[src/rtl/reg_bank.sv]
// 16 x 16-bit general-purpose register file with two combinational read ports
// and one synchronous write port. There is no internal read-during-write bypass.
module reg_bank #(
  parameter int DATA_W = 16,
  parameter int ADDR_W = 4
) (
  input  logic              clk,
  input  logic              rst_n,
  input  logic              rw,
  input  logic [DATA_W-1:0] dataIn,
  input  logic [ADDR_W-1:0] nReg1,
  input  logic [ADDR_W-1:0] nReg2,
  input  logic [ADDR_W-1:0] dest,
  output logic [DATA_W-1:0] reg1out,
  output logic [DATA_W-1:0] reg2out
);

  localparam int NUM_REGS = 2 ** ADDR_W;

  logic [DATA_W-1:0] regs_q [NUM_REGS];
  logic [DATA_W-1:0] regs_d [NUM_REGS];

  // Only R[dest] may change on an edge; every other entry holds. R0 is an ordinary register.
  always_comb begin
    for (int i = 0; i < NUM_REGS; i++) begin
      regs_d[i] = regs_q[i];
    end
    if (rw) begin
      regs_d[dest] = dataIn;
    end
  end

  always_ff @(posedge clk or negedge rst_n) begin
    if (!rst_n) begin
      for (int i = 0; i < NUM_REGS; i++) begin
        regs_q[i] <= '0;
      end
    end else begin
      for (int i = 0; i < NUM_REGS; i++) begin
        regs_q[i] <= regs_d[i];
      end
    end
  end

  assign reg1out = regs_q[nReg1];
  assign reg2out = regs_q[nReg2];

endmodule

[config.mk]
export PLATFORM = sky130hd
export DESIGN_NAME = reg_bank
export DESIGN_NICKNAME = d
export VERILOG_FILES = /design/src/rtl/reg_bank.sv
export SDC_FILE = /design/constraint.sdc
export NUM_CORES = 1
export LEC_CHECK = 0
export CAP_MARGIN = 30
export CORE_UTILIZATION = 69
export DETAILED_ROUTE_END_ITERATION = 6
export DONT_BUFFER_PORTS = 1
export PLACE_DENSITY = 0.88
export SYNTH_ARGS = -nofsm -noshare
export SYNTH_HDL_FRONTEND = slang
export SYNTH_SLANG_ARGS = --single-unit
[constraint.sdc]
create_clock -name clk -period 6.4 [get_ports clk]
set_input_delay 1.28 -clock clk [delete_from_list [all_inputs] [get_ports clk]]
set_output_delay 1.28 -clock clk [all_outputs]
set_load 0.1 [all_outputs]
---- Word-level counts from Yosys, hierarchy flattened ----
Index checks and enable logic that the tools add are counted.
word-level totals
  output and inout bits ................... 32
  register bits after elaboration ......... 256
  logic and storage cells ................. 33
  input bits .............................. 31
operators by class
  mux-type cells .......................... 9
  bitwise operators ....................... 3
  reductions and logical operators ........ 1
  $lt $le $gt $ge ......................... 4
operators with widths
  cell                                                                   count
  256-bit bitwise mux                                                    1
  16-bit binary-select mux with 4-bit select                             2
  16-bit 2-to-1 mux                                                      5
  16-bit demux with 4-bit select                                         1
  5-bit greater-or-equal comparator (second input constant)              3
  4-bit NOT with 5-bit output                                            3
  5-bit by 1-bit < comparator with 1-bit output (second input constant)  1
  1-bit logical AND                                                      1

---- Depth between registers and ports, before layout ----
  depth after elaboration ................. 6
  gate-level depth with buffers ........... 6
  depth with buffers taken out ............ 3

---- Worst setup path after synthesis ----
Ideal clock, no wire load.
  path type ............................... input -> output
  from .................................... in nReg1[0]
  to ...................................... out reg1out[10]
  cell stages on the path ................. 5
  required time ........................... 5.120 ns
  buffers on the path ..................... 2
  slack ................................... 2.060 ns
  arrival time ............................ 3.060 ns
  cells stage by stage .................... buf_2 buf_2 mux4_2 a22oi_1 nand2_1
between the ends
  longest elaborated chain between the ends .. 4
ends and longest elaborated chain
  item                                                   line  RTL
  start: declaration                                     11    input logic [ADDR_W-1:0] nReg1,
  4-bit NOT with 5-bit output (not written as such)      45    assign reg1out = regs_q[nReg1];
  16-bit binary-select mux with 4-bit select             45
  16-bit 2-to-1 mux (not written as such) (2 in series)  45
  end: declaration                                       14    output logic [DATA_W-1:0] reg1out,
Every way passes these cells. The select of a mux whose other input is x is not followed.

---- Worst setup path in the final report ----
  from .................................... in nReg1[3]
  to ...................................... out reg1out[5]
Same word-level chain as after synthesis.

==> key figures <==
Place
  – Gpl congestion: 0.8106
  – Port bufs: 0
  – Cell Area, Placed: 0.01367 sq mm
  – DP Wirelength: 20550 um

Clock network
  – CTS buffer count: 28
  – Max clock buf depth: 3
  – Max H-tree Level: 1
  – Setup bufs post-CTS: 0
  – Post-cts hold buffer count: 0
  – Root Driver: clkbuf_16
  – Reg clk slew, reported paths: about 0.060 ns
  – Cells resized by post-CTS repair: 0
  – CTS tree: built
  – Clk_lat worst skew: 0.54 ns
  – CTS sink cnt: around 260

Yosys
  – Asr flop ratio synth: 100.0%
  – #FFs+latches synth: 256
  – Cells after Synth: about 850
  – Register area share after synthesis: 47.56%
  – Yosys warnings: 0
  – Unique masters post-synth: 24
  – Synthesized area: 0.01347 sq mm
  – Syn_nets: 880
  – Post-synth EDFFs: 0
  – Avg Cell Area, Syn: 15.87 sq um
  – Synth Flop Type: dfrtp_1

Layout
  – Final nets: around 850
  – Fillers: 995
  – Area of the multi-input gates: around 0.0067 sq mm
  – Layout overhead on the synthesized area: 8.211%
  – Max FFs per register: between 200 and 300
  – Final instance area: 0.01458 sq mm
  – Top Registers: regs_q (256)
  – Storage cell area: 0.006406 sq mm
  – Biggest register: regs_q
  – Util after Layout: 77.15%
  – Ant. Diodes: 0
  – Share of cells above drive strength 1: 55.71%

Floorplan
  – Rows: 50
  – Die X: 141.7 um
  – Die Span Y: between 100 and 150 um
  – IO Count: 63
  – Die ar.: 0.02008 sq mm
  – Core area: 0.01889 sq mm
  – Starting Density: 71.30%

Worst setup path
  – Setup crit end kind: output pin
  – CP max FO: 16
  – CP Buf/Inv Count: 0
  – Startpoint Class: input port
  – CP peak stage delay: about 0.85 ns
  – Crit Path Category: in -> out
  – Crit path DAT: 3.21 ns
  – Worst-path cell chain: nor2b_2, a22oi_1, nand2_1
  – Req. time, crit path: 5.12 ns
  – Slowest stage cell, crit path: nor2b_2
  – Crit path max-delay family: simple AND/OR/NAND/NOR gates

Detailed routing
  – Number of nets with antenna violations after routing: 0
  – DR WL/cell: 31.82 um
  – Total Wirelength: 35000 um
  – DR iter-0 viols: about 800
  – Via count: 8315
  – Vias per inst: 7.559
  – DRC Markers: 0
  – Detailed-router iteration count before antenna repair: 5

Global route
  – GR Overflow Total: 0
  – Vias in the first global route: 8872
  – First-pass GRT wire length: 53720 um
  – Global Route Usage Sum: 37.03%
  – Initial antenna violation count: 0
  – Largest net degree at the start of global routing: around 260

Run
  – Max_cap viols: 0

Power and ir drop
  – PD cells: 360.8 mW/mm^2
  – Pleak: 6.027 nW
  – Max VDD drop: 0.0002431 V

Timing
  – Setup TNS: 0 ns
  – RSZ-0062 raised after global routing: false
  – Clk_skew: 0 ns
  – Measured slew at the worst slew-check pin: around 1.1 ns
  – Final setup vio count: 0
  – Pins Over Slew Limit: 0
  – Crit share post-route: 70.13%
  – Final min period: 4.489 ns
  – Fmax: approximately 0.22 GHz
  – Max transition margin: 25.83%
  – Fin. Hold Viols: 0

Status
  – Outcome: completed

Min path
  – Hold Crit Class: in -> async
[layout by cell type (no fill, tap or decap), types with 4 or more instances in the layout]
cell type	instances
clkbuf_1	8
buf_4	14
a22oi_1	64
mux4_2	128
mux2_4	11
dfrtp_1	256
clkinv_2	4
mux2_2	245
nor3_4	6
clkbuf_8	7
nor2_2	7
clkbuf_16	29
nor2b_2	4
nand2_1	34
buf_8	6
[where the power goes]
part,internal [mW],switching [mW]
combinational,0.667,0.716
clock,0.947,0.637
sequential,2.00,0.293
[path summary, 6_finish.rpt]
kind	from	end	slack, ns	cells after the start
max	nReg1[3]	reg1out[5]	1.91	3
min	rst_n	regs_q[113]$_DFFE_PN0P_	0.43	0
max reg2reg	regs_q[156]$_DFFE_PN0P_	regs_q[156]$_DFFE_PN0P_	5.56	1
min reg2reg	regs_q[134]$_DFFE_PN0P_	regs_q[134]$_DFFE_PN0P_	0.52	1
max in group asynchronous	rst_n	regs_q[127]$_DFFE_PN0P_	5.52	0
min in group clk	regs_q[134]$_DFFE_PN0P_	regs_q[134]$_DFFE_PN0P_	0.52	1
[through the flow]
stage                     total power, mW  setup slack, ns  cells  hold WS (ns)
after global routing                5.425            1.916   1100        0.4216
final                               5.259            1.911   1100        0.4295
after CTS                           5.253            1.946   1100        0.4271
after detailed placement            3.665            1.986   1050        0.5115
after floorplan                     3.446            2.060    849        0.4922
after global placement              3.550            1.898   1043        0.5010
[final cells by class]
cell class | instances | area share [%]
clock buffers | 44 | 5.845
clock inverters | 6 | 0.4034
multi-input cells | 513 | 46.04
flip-flops and latches | 256 | 43.95
well taps | 260 | 2.232
repair buffers | 21 | 1.528
[logic make-up after synthesis]
group | share of synthesized area [%]
AO/OA/AOI/OAI | 3.567
flip-flops | 47.56
buffers and inverters | 3.028
AND/OR/NAND/NOR | 2.740
multiplexers | 43.11
[cells in the mapped netlist, drive strengths merged, types with 3 or more instances]
cell,n,share of area (%)
nor2,8,0.30
mux4,128,21
nor3,6,0.45
nand2,34,0.95
buf,42,2.0
nor2b,4,0.19
nand2b,3,0.25
clkbuf,38,1.1
a22oi,64,3.6
dfrtp,256,48
mux2,256,22
[metal layers]
metal / vias to the layer above / track usage [%] / wire length, um
li1: 3257 / - / -
met1: 4448 / 49.16 / 12530
met2: 483 / 58.47 / 17430
met3: 127 / 8.167 / 3252
met4: 0 / 19.19 / 1794
met5: - / 0 / 0
Power figures use the tool's default switching activity.
